$ cat config.mk
export PLATFORM = sky130hd
export DESIGN_NAME = muldiv_unit
export DESIGN_NICKNAME = d
export VERILOG_FILES = /design/src/rtl/muldiv_unit.sv
export SDC_FILE = /design/constraint.sdc
export NUM_CORES = 1
export LEC_CHECK = 0
export CAP_MARGIN = 20
export CORE_UTILIZATION = 30
export DETAILED_ROUTE_END_ITERATION = 12
export PLACE_DENSITY = 0.45
export SETUP_SLACK_MARGIN = 0.5
export SYNTH_ARGS = -nofsm -noshare
export SYNTH_HDL_FRONTEND = slang
export SYNTH_SLANG_ARGS = --single-unit
$ cat constraint.sdc
create_clock -name clk -period 3.1 [get_ports clk]
set_input_delay 0.62 -clock clk [delete_from_list [all_inputs] [get_ports clk]]
set_output_delay 0.62 -clock clk [all_outputs]
set_load 0.005 [all_outputs]
$ cat src/rtl/muldiv_unit.sv
// rtl/muldiv_unit.sv - iterative RV32M multiply/divide execution unit
//
// Ports:
//   clk     rising-edge clock
//   rst_n   synchronous active-low reset
//   start   issue request, honoured only in IDLE or DONE
//   op      funct3: 0 MUL, 1 MULH, 2 MULHSU, 3 MULHU, 4 DIV, 5 DIVU, 6 REM, 7 REMU
//   a, b    rs1 / rs2 operands, captured when start is accepted
//   busy    high while iterating (CALC) and during sign fix-up (SIGN)
//   done    one-cycle pulse, result valid in that cycle
//   result  final value, held until the next accepted operation completes

module muldiv_unit #(
    parameter int XLEN = 32
) (
    input  logic            clk,
    input  logic            rst_n,
    input  logic            start,
    input  logic [2:0]      op,
    input  logic [XLEN-1:0] a,
    input  logic [XLEN-1:0] b,
    output logic            busy,
    output logic            done,
    output logic [XLEN-1:0] result
);

    localparam logic [XLEN-1:0] INT_MIN = {1'b1, {(XLEN-1){1'b0}}};
    localparam logic [4:0]      LAST_ITER = 5'd31;

    typedef enum logic [1:0] {
        S_IDLE,
        S_CALC,
        S_SIGN,
        S_DONE
    } state_t;

    state_t              state;
    logic [4:0]          count;
    logic [2:0]          op_r;
    logic [XLEN-1:0]     b_mag_r;
    logic                neg_r;
    // Shared shift register: multiply keeps {partial sum, multiplier},
    // divide keeps {partial remainder, dividend/quotient}.
    logic [2*XLEN-1:0]   acc;

    // Operand preparation for the accept cycle.
    logic                a_signed;
    logic                b_signed;
    logic                neg_a;
    logic                neg_b;
    logic [XLEN-1:0]     a_mag;
    logic [XLEN-1:0]     b_mag;
    logic                neg_in;
    logic                div_zero;
    logic                div_ovf;
    logic                fast;
    logic [XLEN-1:0]     fast_val;

    always_comb begin
        a_signed = (op == 3'd1) || (op == 3'd2) || (op == 3'd4) || (op == 3'd6);
        b_signed = (op == 3'd1) || (op == 3'd4) || (op == 3'd6);
        neg_a    = a_signed && a[XLEN-1];
        neg_b    = b_signed && b[XLEN-1];
        a_mag    = neg_a ? (~a + 1'b1) : a;
        b_mag    = neg_b ? (~b + 1'b1) : b;
        // The remainder takes the dividend's sign; everything else the XOR.
        neg_in   = (op == 3'd6) ? neg_a : (neg_a ^ neg_b);
        div_zero = op[2] && (b == '0);
        div_ovf  = ((op == 3'd4) || (op == 3'd6)) && (a == INT_MIN) && (b == '1);
        fast     = div_zero || div_ovf;
        if (div_zero) begin
            fast_val = op[1] ? a : '1;
        end else begin
            fast_val = op[1] ? '0 : INT_MIN;
        end
    end

    // One multiply step: conditionally add the multiplicand into the high
    // half, then shift the whole register right, keeping the carry.
    logic [XLEN:0]       mul_sum;
    logic [2*XLEN-1:0]   mul_next;

    // One restoring divide step: shift left, trial-subtract the divisor.
    // The shifted remainder needs XLEN+1 bits for the compare, but the
    // difference always fits in XLEN bits when the subtract is kept.
    logic [XLEN:0]       div_part;
    logic                div_ge;
    logic [XLEN-1:0]     div_diff;
    logic [2*XLEN-1:0]   div_next;

    always_comb begin
        mul_sum  = {1'b0, acc[2*XLEN-1:XLEN]} + (acc[0] ? {1'b0, b_mag_r} : '0);
        mul_next = {mul_sum, acc[XLEN-1:1]};

        div_part = {acc[2*XLEN-1:XLEN], acc[XLEN-1]};
        div_ge   = div_part >= {1'b0, b_mag_r};
        div_diff = div_part[XLEN-1:0] - b_mag_r;
        div_next = {(div_ge ? div_diff : div_part[XLEN-1:0]), acc[XLEN-2:0], div_ge};
    end

    // Sign fix-up. The product is negated as a whole before slicing so the
    // low half of MUL is independent of operand signs.
    logic [2*XLEN-1:0]   prod_fix;
    logic [XLEN-1:0]     quo_fix;
    logic [XLEN-1:0]     rem_fix;
    logic [XLEN-1:0]     sign_val;

    always_comb begin
        prod_fix = neg_r ? (~acc + 1'b1) : acc;
        quo_fix  = neg_r ? (~acc[XLEN-1:0] + 1'b1) : acc[XLEN-1:0];
        rem_fix  = neg_r ? (~acc[2*XLEN-1:XLEN] + 1'b1) : acc[2*XLEN-1:XLEN];
        case (op_r)
            3'd0:          sign_val = prod_fix[XLEN-1:0];
            3'd1, 3'd2,
            3'd3:          sign_val = prod_fix[2*XLEN-1:XLEN];
            3'd4, 3'd5:    sign_val = quo_fix;
            default:       sign_val = rem_fix;
        endcase
    end

    always_ff @(posedge clk) begin
        if (!rst_n) begin
            state   <= S_IDLE;
            count   <= '0;
            op_r    <= '0;
            b_mag_r <= '0;
            neg_r   <= 1'b0;
            acc     <= '0;
            busy    <= 1'b0;
            done    <= 1'b0;
            result  <= '0;
        end else begin
            done <= 1'b0;
            case (state)
                S_IDLE, S_DONE: begin
                    busy <= 1'b0;
                    if (start) begin
                        op_r    <= op;
                        b_mag_r <= b_mag;
                        neg_r   <= neg_in;
                        acc     <= {{XLEN{1'b0}}, a_mag};
                        count   <= '0;
                        if (fast) begin
                            result <= fast_val;
                            done   <= 1'b1;
                            state  <= S_DONE;
                        end else begin
                            busy  <= 1'b1;
                            state <= S_CALC;
                        end
                    end else begin
                        state <= S_IDLE;
                    end
                end
                S_CALC: begin
                    acc   <= op_r[2] ? div_next : mul_next;
                    count <= count + 5'd1;
                    if (count == LAST_ITER) begin
                        state <= S_SIGN;
                    end
                end
                S_SIGN: begin
                    result <= sign_val;
                    busy   <= 1'b0;
                    done   <= 1'b1;
                    state  <= S_DONE;
                end
                default: begin
                    busy  <= 1'b0;
                    state <= S_IDLE;
                end
            endcase
        end
    end

endmodule
==> impl_metrics.tcl, run 1 <==
set metrics [dict create \
    powerDensity_nw_per_um2 766 \
    drt-wirelength-per-cell_um 21.9 \
    placed_cell_area_um2 17800 \
    rsz0062_at_grt "yes" \
    cts_sinks 141 \
    hold_ws_ns 0.451 \
    clkSlewWorstSetupHoldPaths_ns 0.07 \
    wirelength_um 64600 \
    critPathLaunchType "flip-flop" \
    start_util 0.305 \
    drv_cap 0 \
    path_cells "and2_4 -> ha_4 -> inv_2 -> fa_2 -> nand2b_4 -> a21o_1 -> a21o_1 -> a211oi_2 -> buf_4 -> o221ai_4 -> buf_6 -> o21bai_4 -> xnor2_1 -> a21oi_1 -> a22o_1" \
    fill_cells 4527 \
    gp_congestion 0.930 \
    drc_errors 0 \
    crit_top_cell "a21o_1" \
    htree_levels 4 \
    synth.distinct_cells 85 \
    worst_slew_pin_slew_ns 1.00 \
    drive_above_1_share 0.336 \
    critPathCaptureType "flip-flop" \
    cts_root_buffer "clkbuf_16" \
    async_flop_share 0 \
    synthCells 1932 \
    synth_edf_count 0 \
    overflow 0 \
    grt_first_pass_wirelength_um 95700 \
    power_mw 16.4 \
    grt_antenna_before_repair 0 \
    hold_path_depth 2 \
    drtAntennaViolNets 0 \
    fin_setup_tns_ns 0 \
    grt_pass1_vias 15588 \
    slew_headroom 0.330 \
    highest_layer "met4" \
    seqPwrFrac 0.162 \
    wl_met2_um 27700 \
    hold_path.class "flip-flop to flip-flop" \
    hp-start "b_mag_r[31]" \
    p_sw_frac 0.470 \
    post-route-util 0.472 \
    die_h_um 217 \
    dieArea_um2 47000 \
    area_growth_pct 54.7 \
    crit_type "flip-flop to flip-flop" \
    rr_startpoint "acc[0]" \
    firstDrtPassIters 5 \
    clock_latency_ns 0.47 \
    syn_nets 2078 \
    reg2reg_slack_ns 0.03 \
    max_stage_delay_ns 0.49 \
    cp_max_fo 6 \
    combPwrFrac 0.695 \
    cp_slowest_cell "dfxtp_4" \
    min_to "b_mag_r[31]" \
    nets 2481 \
    wl_met3_um 4220 \
    track_usage 0.266 \
    drt_iter0_markers 1513 \
    placed_cells 2809 \
    port_buffers 103 \
    synth-seq-cells 141 \
    p_leak_nw 8.42 \
    final_cell_mix "buf_4 (348), nand2_1 (199), nor2_1 (159), a21oi_1 (122), dfxtp_1 (116)" \
    place_ws_ns -0.422 \
    drv_slew 0 \
    syn-cell-area_um2 13800 \
    internal-power_mw 8.68 \
    power_frac_clock 0.143 \
    clock.fmax_mhz 325 \
    cts_buffer_depth 2 \
    drt-vias-per-instance 5.65 \
    worst_slack_ns 0.0277 \
    hold_viol 0 \
    crit_start "acc[0]" \
    coreArea_um2 45400 \
    grt_max_degree 78 \
    setup_violations 0 \
    period_share 0.991 \
    ir_drop_mv 0.602 \
    num_vias 16665 \
    period_minus_slack_ns 3.07 \
    m1WireLength_um 31000 \
    layout_commonest_cell "buf_4" \
    worst_ep_arrival_time_ns 3.44 \
    p_sw_mw 7.71 \
    yosysWarnings 0 \
    ys_seq_area_frac 0.204 \
    fp.dieW_um 217 \
    status "complete, no violations" \
    instances_no_fill 2947 \
    reg2reg_to "acc[57]" \
    cts_buffers 17 \
    multi_input_area_um2 12300 \
    cp_data_required_time_ns 3.46 \
    hpwl_um 48200 \
    clock_skew_ns 0.0140 \
    insertedDiodeCount 0 \
    syn_area_per_cell_um2 7.16 \
    io_pins 104 \
    ff_latch_area_um2 2870 \
    num_rows 78 \
    finalInstanceArea_um2 21400 \
    synth_flop_cell "dfxtp_1" \
    rr_worst_depth 15 \
    cts_tree "done" \
]
[cell type report]
class / count / area share
Timing Repair Buffer: 516 / 0.213
Clock buffer: 23 / 0.0228
Tap cell: 600 / 0.0351
Sequential cell: 141 / 0.134
Inverter: 70 / 0.0137
Clock inverter: 8 / 0.00719
Timing Repair inverter: 3 / 0.00158
Multi-Input combinational cell: 1586 / 0.573
[cells by family after synthesis]
family,count (synthesis),synth area share
flip-flops,141,0.204
AND/OR/NAND/NOR,617,0.214
AO/OA/AOI/OAI,684,0.316
XOR/XNOR,162,0.103
multiplexers,47,0.0341
adder cells (fa/ha/maj),76,0.0698
buffers and inverters,205,0.0595
[flip-flops by register name, summed over array words and instances (netlist names)]
name / cells
acc: 64
b_mag_r: 32
busy: 1
count: 5
done: 1
neg_r: 1
op_r: 3
result: 32
state: 2
[power by group through the flow]
stage / combinational (mW) / sequential [mW] / clock (mW)
after floorplan: 5.29 / 2.58 / 0
after global placement: 8.82 / 2.63 / 0
after detailed placement: 8.85 / 2.63 / 0
after CTS: 10.3 / 2.63 / 2.38
after global routing: 12.1 / 2.70 / 2.44
final: 11.4 / 2.65 / 2.35
[metal layers]
metal	track usage	up-vias
met4	0.0836	0
met2	0.389	594
met1	0.395	8064
li1	-	7913
met3	0.0403	94
met5	0	-
[cell usage after synthesis, drive strengths merged, types with 46 or more instances]
| cell | number | share of area |
|---|---|---|
| clkbuf | 110 | 0.030 |
| nand2 | 208 | 0.056 |
| ha | 74 | 0.067 |
| nor2 | 182 | 0.050 |
| o21ai | 180 | 0.065 |
| xor2 | 84 | 0.053 |
| inv | 70 | 0.019 |
| a21oi | 161 | 0.058 |
| dfxtp | 141 | 0.20 |
| mux2i | 46 | 0.033 |
| o211ai | 64 | 0.035 |
| xnor2 | 78 | 0.049 |
[worst max path at each step]
stage / to / slack [ns] / depth (start not counted)
2_1_floorplan: result[2] / 0.33 / 9
3_3_place_gp: result[11] / -0.32 / 11
3_5_place_dp: result[14] / -0.42 / 12
4_1_cts: result[6] / 0.06 / 11
5_1_grt: result[6] / -0.05 / 11
6_report: acc[57] / 0.03 / 15
[what timing repair did]
item / CTS / global route
hold buffers: 0 / 0
buffers inserted: 55 / 44
setup endpoints to repair: 74 / 71
hold endpoints to repair: 0 / 0
pin swaps: 136 / 148
gates resized for setup: 314 / 220
gates cloned: 5 / 3
[worst max-delay path: cells and delay by family (launching register included)]
family,cells,cell delay [ns]
flip-flops,1,0.49
adder cells (fa/ha/maj),2,0.49
XOR/XNOR,1,0.14
buffers and inverters,3,0.39
AND/OR/NAND/NOR,2,0.36
AO/OA/AOI/OAI,7,1.11
(Power assumes the default switching activity.)
==> run 2: changes to the inputs <==
--- a/config.mk
+++ b/config.mk
@@ -9,7 +9,7 @@
 export CORE_UTILIZATION = 30
 export DETAILED_ROUTE_END_ITERATION = 12
 export PLACE_DENSITY = 0.45
-export SETUP_SLACK_MARGIN = 0.5
+export SLEW_MARGIN = 10
 export SYNTH_ARGS = -nofsm -noshare
 export SYNTH_HDL_FRONTEND = slang
 export SYNTH_SLANG_ARGS = --single-unit
==> run 2 against run 1 <==
The run now ends with negative setup slack left. Sequential power hardly changed. Total power is 13% lower. First-iteration DRC count is 3.4% higher. Combinational power is 19% lower. Critical path depth is 6 lower. Final area is 11% lower. Sequential share of layout area is 1.5 points higher. Core utilization is 5.2 points lower. Register-to-register slack worse by 0.07 ns. Clock skew is 0.0011 ns higher. Clock power hardly changed.
==> impl_metrics.tcl, run 2 (synthesis results as in run 1) <==
set metrics [dict create \
    violations "negative setup slack" \
    status "finished with violations" \
    num_rows 78 \
    io_pins 104 \
    dieArea_um2 47000 \
    worst_slack_ns -0.0422 \
    die_h_um 217 \
    rsz0062_at_grt "yes" \
    placed_cell_area_um2 17600 \
    cts_buffer_depth 2 \
    gp_congestion 0.929 \
    top_register "acc" \
    worst_slew_pin_slew_ns 1.04 \
    finalInstanceArea_um2 19000 \
    firstDrtPassIters 8 \
    critPathLaunchType "flip-flop" \
    p_leak_nw 7.62 \
    ir_drop_mv 0.458 \
    grt_pass1_vias 15158 \
    fin_setup_tns_ns -0.0628 \
    grt_antenna_before_repair 2 \
    reg_top3 "acc x64, b_mag_r x32, result x32" \
    final_cell_mix "buf_4 (327), nand2_1 (204), nor2_1 (174), a21oi_1 (152), o21ai_0 (149)" \
    clkSlewWorstSetupHoldPaths_ns 0.07 \
    cts_root_buffer "clkbuf_16" \
    powerDensity_nw_per_um2 746 \
    start_util 0.305 \
    coreArea_um2 45400 \
    drtAntennaViolNets 0 \
    htree_levels 4 \
    wirelength_um 62500 \
    critPathCaptureType "flip-flop" \
    drc_errors 0 \
    clock_latency_ns 0.47 \
    hold_ws_ns 0.453 \
    drv_slew 0 \
    num_vias 16219 \
    clock.fmax_mhz 318 \
    cts_buffers 17 \
    slew_headroom 0.309 \
    hold_path.class "flip-flop to flip-flop" \
    drive_above_1_share 0.220 \
    place_ws_ns -0.366 \
    cts_hold_buf 0 \
    grt_max_degree 79 \
    track_usage 0.259 \
    cp_data_required_time_ns 3.46 \
    clock_skew_ns 0.0151 \
    drt-vias-per-instance 5.64 \
    period_share 1.01 \
    drv_cap 0 \
    crit_type "flip-flop to flip-flop" \
    cts_tree "done" \
    hold_viol 0 \
    nets 2409 \
    post-route-util 0.419 \
    drt_iter0_markers 1564 \
    setup_violations 2 \
    cp_max_fo 3 \
    port_buffers 103 \
    worst_ep_arrival_time_ns 3.50 \
    hpwl_um 48700 \
    period_minus_slack_ns 3.14 \
    largest_reg_flops 64 \
    drt-wirelength-per-cell_um 21.7 \
    overflow 0 \
    grt_first_pass_wirelength_um 93300 \
    area_growth_pct 37.6 \
    cts_sinks 141 \
    fp.dieW_um 217 \
    layout_commonest_cell "buf_4" \
]
-- run 2: critical path, stage by stage (launching register included) --
cell	delay (ns)
dfxtp_1	0.31
or4_4	0.55
or4_4	0.45
or4b_4	0.53
nor4_4	0.33
a21oi_1	0.13
xor2_1	0.19
a221oi_2	0.29
buf_4	0.18
o22ai_1	0.07
-- run 2: report_power, final --
group	total, mW	leakage, nW	internal (mW)	switching [mW]
sequential	2.63	1.16	2.28	0.355
combinational	9.23	6.16	3.73	5.51
clock	2.34	0.302	1.37	0.969
total	14.2	7.62	7.37	6.83
-- run 2: layout make-up --
| cell class | instances | area (µm²) |
|---|---|---|
| antenna | 1 | 2.50 |
| clock buffer | 18 | 439 |
| clock inverter | 14 | 193 |
| fill | 4728 | 26300 |
| inverter | 70 | 267 |
| multi-input combinational | 1586 | 10800 |
| sequential | 141 | 2830 |
| tap | 600 | 751 |
| timing repair buffer | 447 | 3790 |
-- run 2: final timing paths --
check	from	endpoint	slack, ns	depth (start not counted)
max reg2reg	acc[11]	result[2]	-0.04	9
min reg2reg	b_mag_r[31]	b_mag_r[31]	0.45	2
max	acc[11]	result[2]	-0.04	9
min	b_mag_r[31]	b_mag_r[31]	0.45	2
-- run 2: layer usage --
layer  track usage  up-vias  share of wire
li1              -     7778              -
met1         0.385     7878           0.49
met2         0.397      526           0.44
met3        0.0348       37          0.062
met4        0.0474        0         0.0093
met5             0        -              0
-- run 2: what timing repair did --
action                     CTS  global route
setup endpoints to repair   26            65
resized for setup           30           107
pin swaps                    8            38
cloned                       0             2
buffers inserted             3            15
-- run 2: per-stage QoR --
stage | std cells | total power, mW
floorplan | 1932 | 7.63
global placement | 2825 | 11.1
detailed placement | 2825 | 11.1
CTS | 2860 | 13.6
global route | 2876 | 15.0
finish | 2877 | 14.2
==> run 3: changes to the inputs <==
--- a/config.mk
+++ b/config.mk
@@ -6,6 +6,7 @@
 export NUM_CORES = 1
 export LEC_CHECK = 0
 export CAP_MARGIN = 20
+export CORE_ASPECT_RATIO = 1.4
 export CORE_UTILIZATION = 30
 export DETAILED_ROUTE_END_ITERATION = 12
 export PLACE_DENSITY = 0.45
@@ -13,3 +14,4 @@
 export SYNTH_ARGS = -nofsm -noshare
 export SYNTH_HDL_FRONTEND = slang
 export SYNTH_SLANG_ARGS = --single-unit
+export TNS_END_PERCENT = 30
==> run 3 against run 2 <==
The run now ends clean. Hold slack improved by 0.0064 ns. Register-to-register slack improved by 0.12 ns. Setup slack improved by 0.089 ns. Cell count rose by 1.7%. Via count rose by 0.15%. Fmax rose by 2.9%. Critical path depth rose by 1. First-iteration DRC count fell by 37%.
==> impl_metrics.tcl, run 3 (synthesis results as in run 1) <==
set metrics [dict create \
    cts_root_buffer "clkbuf_16" \
    critPathBufInv 3 \
    hold_path_depth 2 \
    grt_antenna_before_repair 0 \
    grt_pass1_vias 16186 \
    reg2reg_slack_ns 0.08 \
    start_util 0.306 \
    port_buffers 103 \
    drt-wirelength-per-cell_um 23.0 \
    overflow 0 \
    max_stage_delay_ns 0.60 \
    reg2reg_to "acc[62]" \
    cp_max_fo 3 \
    final_cell_mix "buf_4 (356), nand2_1 (206), nor2_1 (168), o21ai_0 (149), a21oi_1 (147)" \
    hpwl_um 52700 \
    hold_viol 0 \
    crit_type "input pin to flip-flop" \
    cts_sinks 141 \
    coreArea_um2 45200 \
    path_delay_family "simple AND/OR/NAND/NOR gates" \
    hold_ws_ns 0.460 \
    rsz0062_at_grt "yes" \
    worst_slew_pin_slew_ns 0.887 \
    cp_data_required_time_ns 3.49 \
    drv_slew 0 \
    clkSlewWorstSetupHoldPaths_ns 0.07 \
    cp_slowest_cell "clkdlybuf4s50_1" \
    num_rows 92 \
    min_to "count[4]" \
    hold_path.class "flip-flop to flip-flop" \
    drv_cap 0 \
    largest_reg_flops 64 \
    htree_levels 4 \
    crit_top_cell "buf_4" \
    critPathLaunchType "input pin" \
    cts_buffer_depth 2 \
    reg_top3 "acc x64, b_mag_r x32, result x32" \
    status "complete, no violations" \
    powerDensity_nw_per_um2 767 \
    clock_skew_ns 0.0120 \
    track_usage 0.279 \
    top_register "acc" \
    drt_iter0_markers 986 \
    grt_max_degree 78 \
    power_mw 15.0 \
    slew_headroom 0.409 \
    drive_above_1_share 0.237 \
    cts_buffers 17 \
    rr_worst_depth 12 \
    period_minus_slack_ns 3.05 \
    num_vias 16244 \
    path_cells "clkdlybuf4s50_1 -> buf_4 -> or3_1 -> nor4_1 -> and2_1 -> nand3b_1 -> buf_4 -> o31ai_1 -> nand3_1 -> a21oi_1" \
    area_growth_pct 41.6 \
    gp_congestion 0.978 \
    firstDrtPassIters 7 \
    layout_commonest_cell "buf_4" \
    grt_first_pass_wirelength_um 98700 \
    period_share 0.985 \
    p_leak_nw 7.81 \
    io_pins 104 \
    clock_latency_ns 0.46 \
    critPathCaptureType "flip-flop" \
    worst_ep_arrival_time_ns 3.44 \
    drt-vias-per-instance 5.55 \
    wirelength_um 67400 \
    finalInstanceArea_um2 19600 \
    dieArea_um2 47000 \
    drc_errors 0 \
    drtAntennaViolNets 0 \
    clock.fmax_mhz 328 \
    ir_drop_mv 0.445 \
    fp.dieW_um 183 \
    placed_cell_area_um2 17900 \
    nets 2448 \
    insertedDiodeCount 0 \
    setup_violations 0 \
    die_h_um 256 \
    hp-start "count[4]" \
    cts_tree "done" \
    rr_startpoint "b_mag_r[10]" \
]
[run 3: cell types whose count changed in the layout (fill, tap and decap cells not counted), moves of 4 or more]
cell | previous run | this run
a21oi_1 | 152 | 147
a21oi_4 | 0 | 4
buf_12 | 9 | 14
buf_4 | 327 | 356
ha_1 | 65 | 57
ha_4 | 6 | 12
inv_6 | 1 | 6
nor2_1 | 174 | 168
[run 3: cell type report]
class                   count  area [µm²]
clock inverters            15         180
clock buffers              17         425
flip-flops and latches    141        2830
inverters                  70         268
fillers                  4651       25700
repair buffers            486        4210
multi-input cells        1586       10900
well taps                 611         764
[run 3: worst register-to-register path: stages, from the launching register on]
cell and delay, ns:
dfxtp_1 0.34, inv_1 0.15, buf_4 0.18, ha_1 0.30, buf_4 0.17, or3_1 0.30
o211ai_1 0.21, nand2_1 0.16, a311o_1 0.34, a41o_1 0.29, a31oi_2 0.20, and4b_1 0.23
nor3_1 0.06
[run 3: routing by layer]
layer	global-route usage	vias to the layer above	wire length, µm
li1	-	7836	-
met1	0.295	7789	25400
met2	0.499	453	34000
met3	0.0313	166	2250
met4	0.219	0	5780
met5	0	-	0
[run 3: per-stage QoR]
| stage | setup slack [ns] | cells | TNS [ns] | util |
|---|---|---|---|---|
| 5_1_grt | -0.0493 | 2926 | -0.226 | 0.433 |
| 3_5_place_dp | -0.444 | 2864 | -15.83 | 0.395 |
| 6_report | 0.0466 | 2926 | 0 | 0.433 |
| 2_1_floorplan | 0.0274 | 1932 | 0 | - |
| 4_1_cts | -0.150 | 2912 | -0.508 | 0.415 |
| 3_3_place_gp | -0.470 | 2864 | -14.95 | 0.395 |
[run 3: worst max path at each step]
stage / slack [ns] / from / to / depth (start not counted)
floorplan: 0.03 / acc[0] / acc[61] / 13
detailed placement: -0.44 / a[18] / result[10] / 12
global route: -0.05 / b_mag_r[3] / acc[55] / 11
global placement: -0.47 / a[18] / result[29] / 12
CTS: -0.15 / acc[0] / acc[56] / 14
finish: 0.05 / a[0] / acc[31] / 10
[run 3: where the power goes]
| group | internal (mW) | total, mW | switching (mW) | leakage (nW) |
|---|---|---|---|---|
| combinational | 4.22 | 10.2 | 5.99 | 6.36 |
| sequential | 2.27 | 2.56 | 0.286 | 1.16 |
| clock | 1.22 | 2.24 | 1.02 | 0.292 |
| total | 7.71 | 15.0 | 7.30 | 7.81 |
[run 3: what timing repair did]
action | CTS | global route
buffers inserted | 15 | 13
setup endpoints to repair | 29 | 65
hold buffers | 0 | 0
pin swaps | 10 | 49
gates cloned | 1 | 3
gates resized for setup | 42 | 127
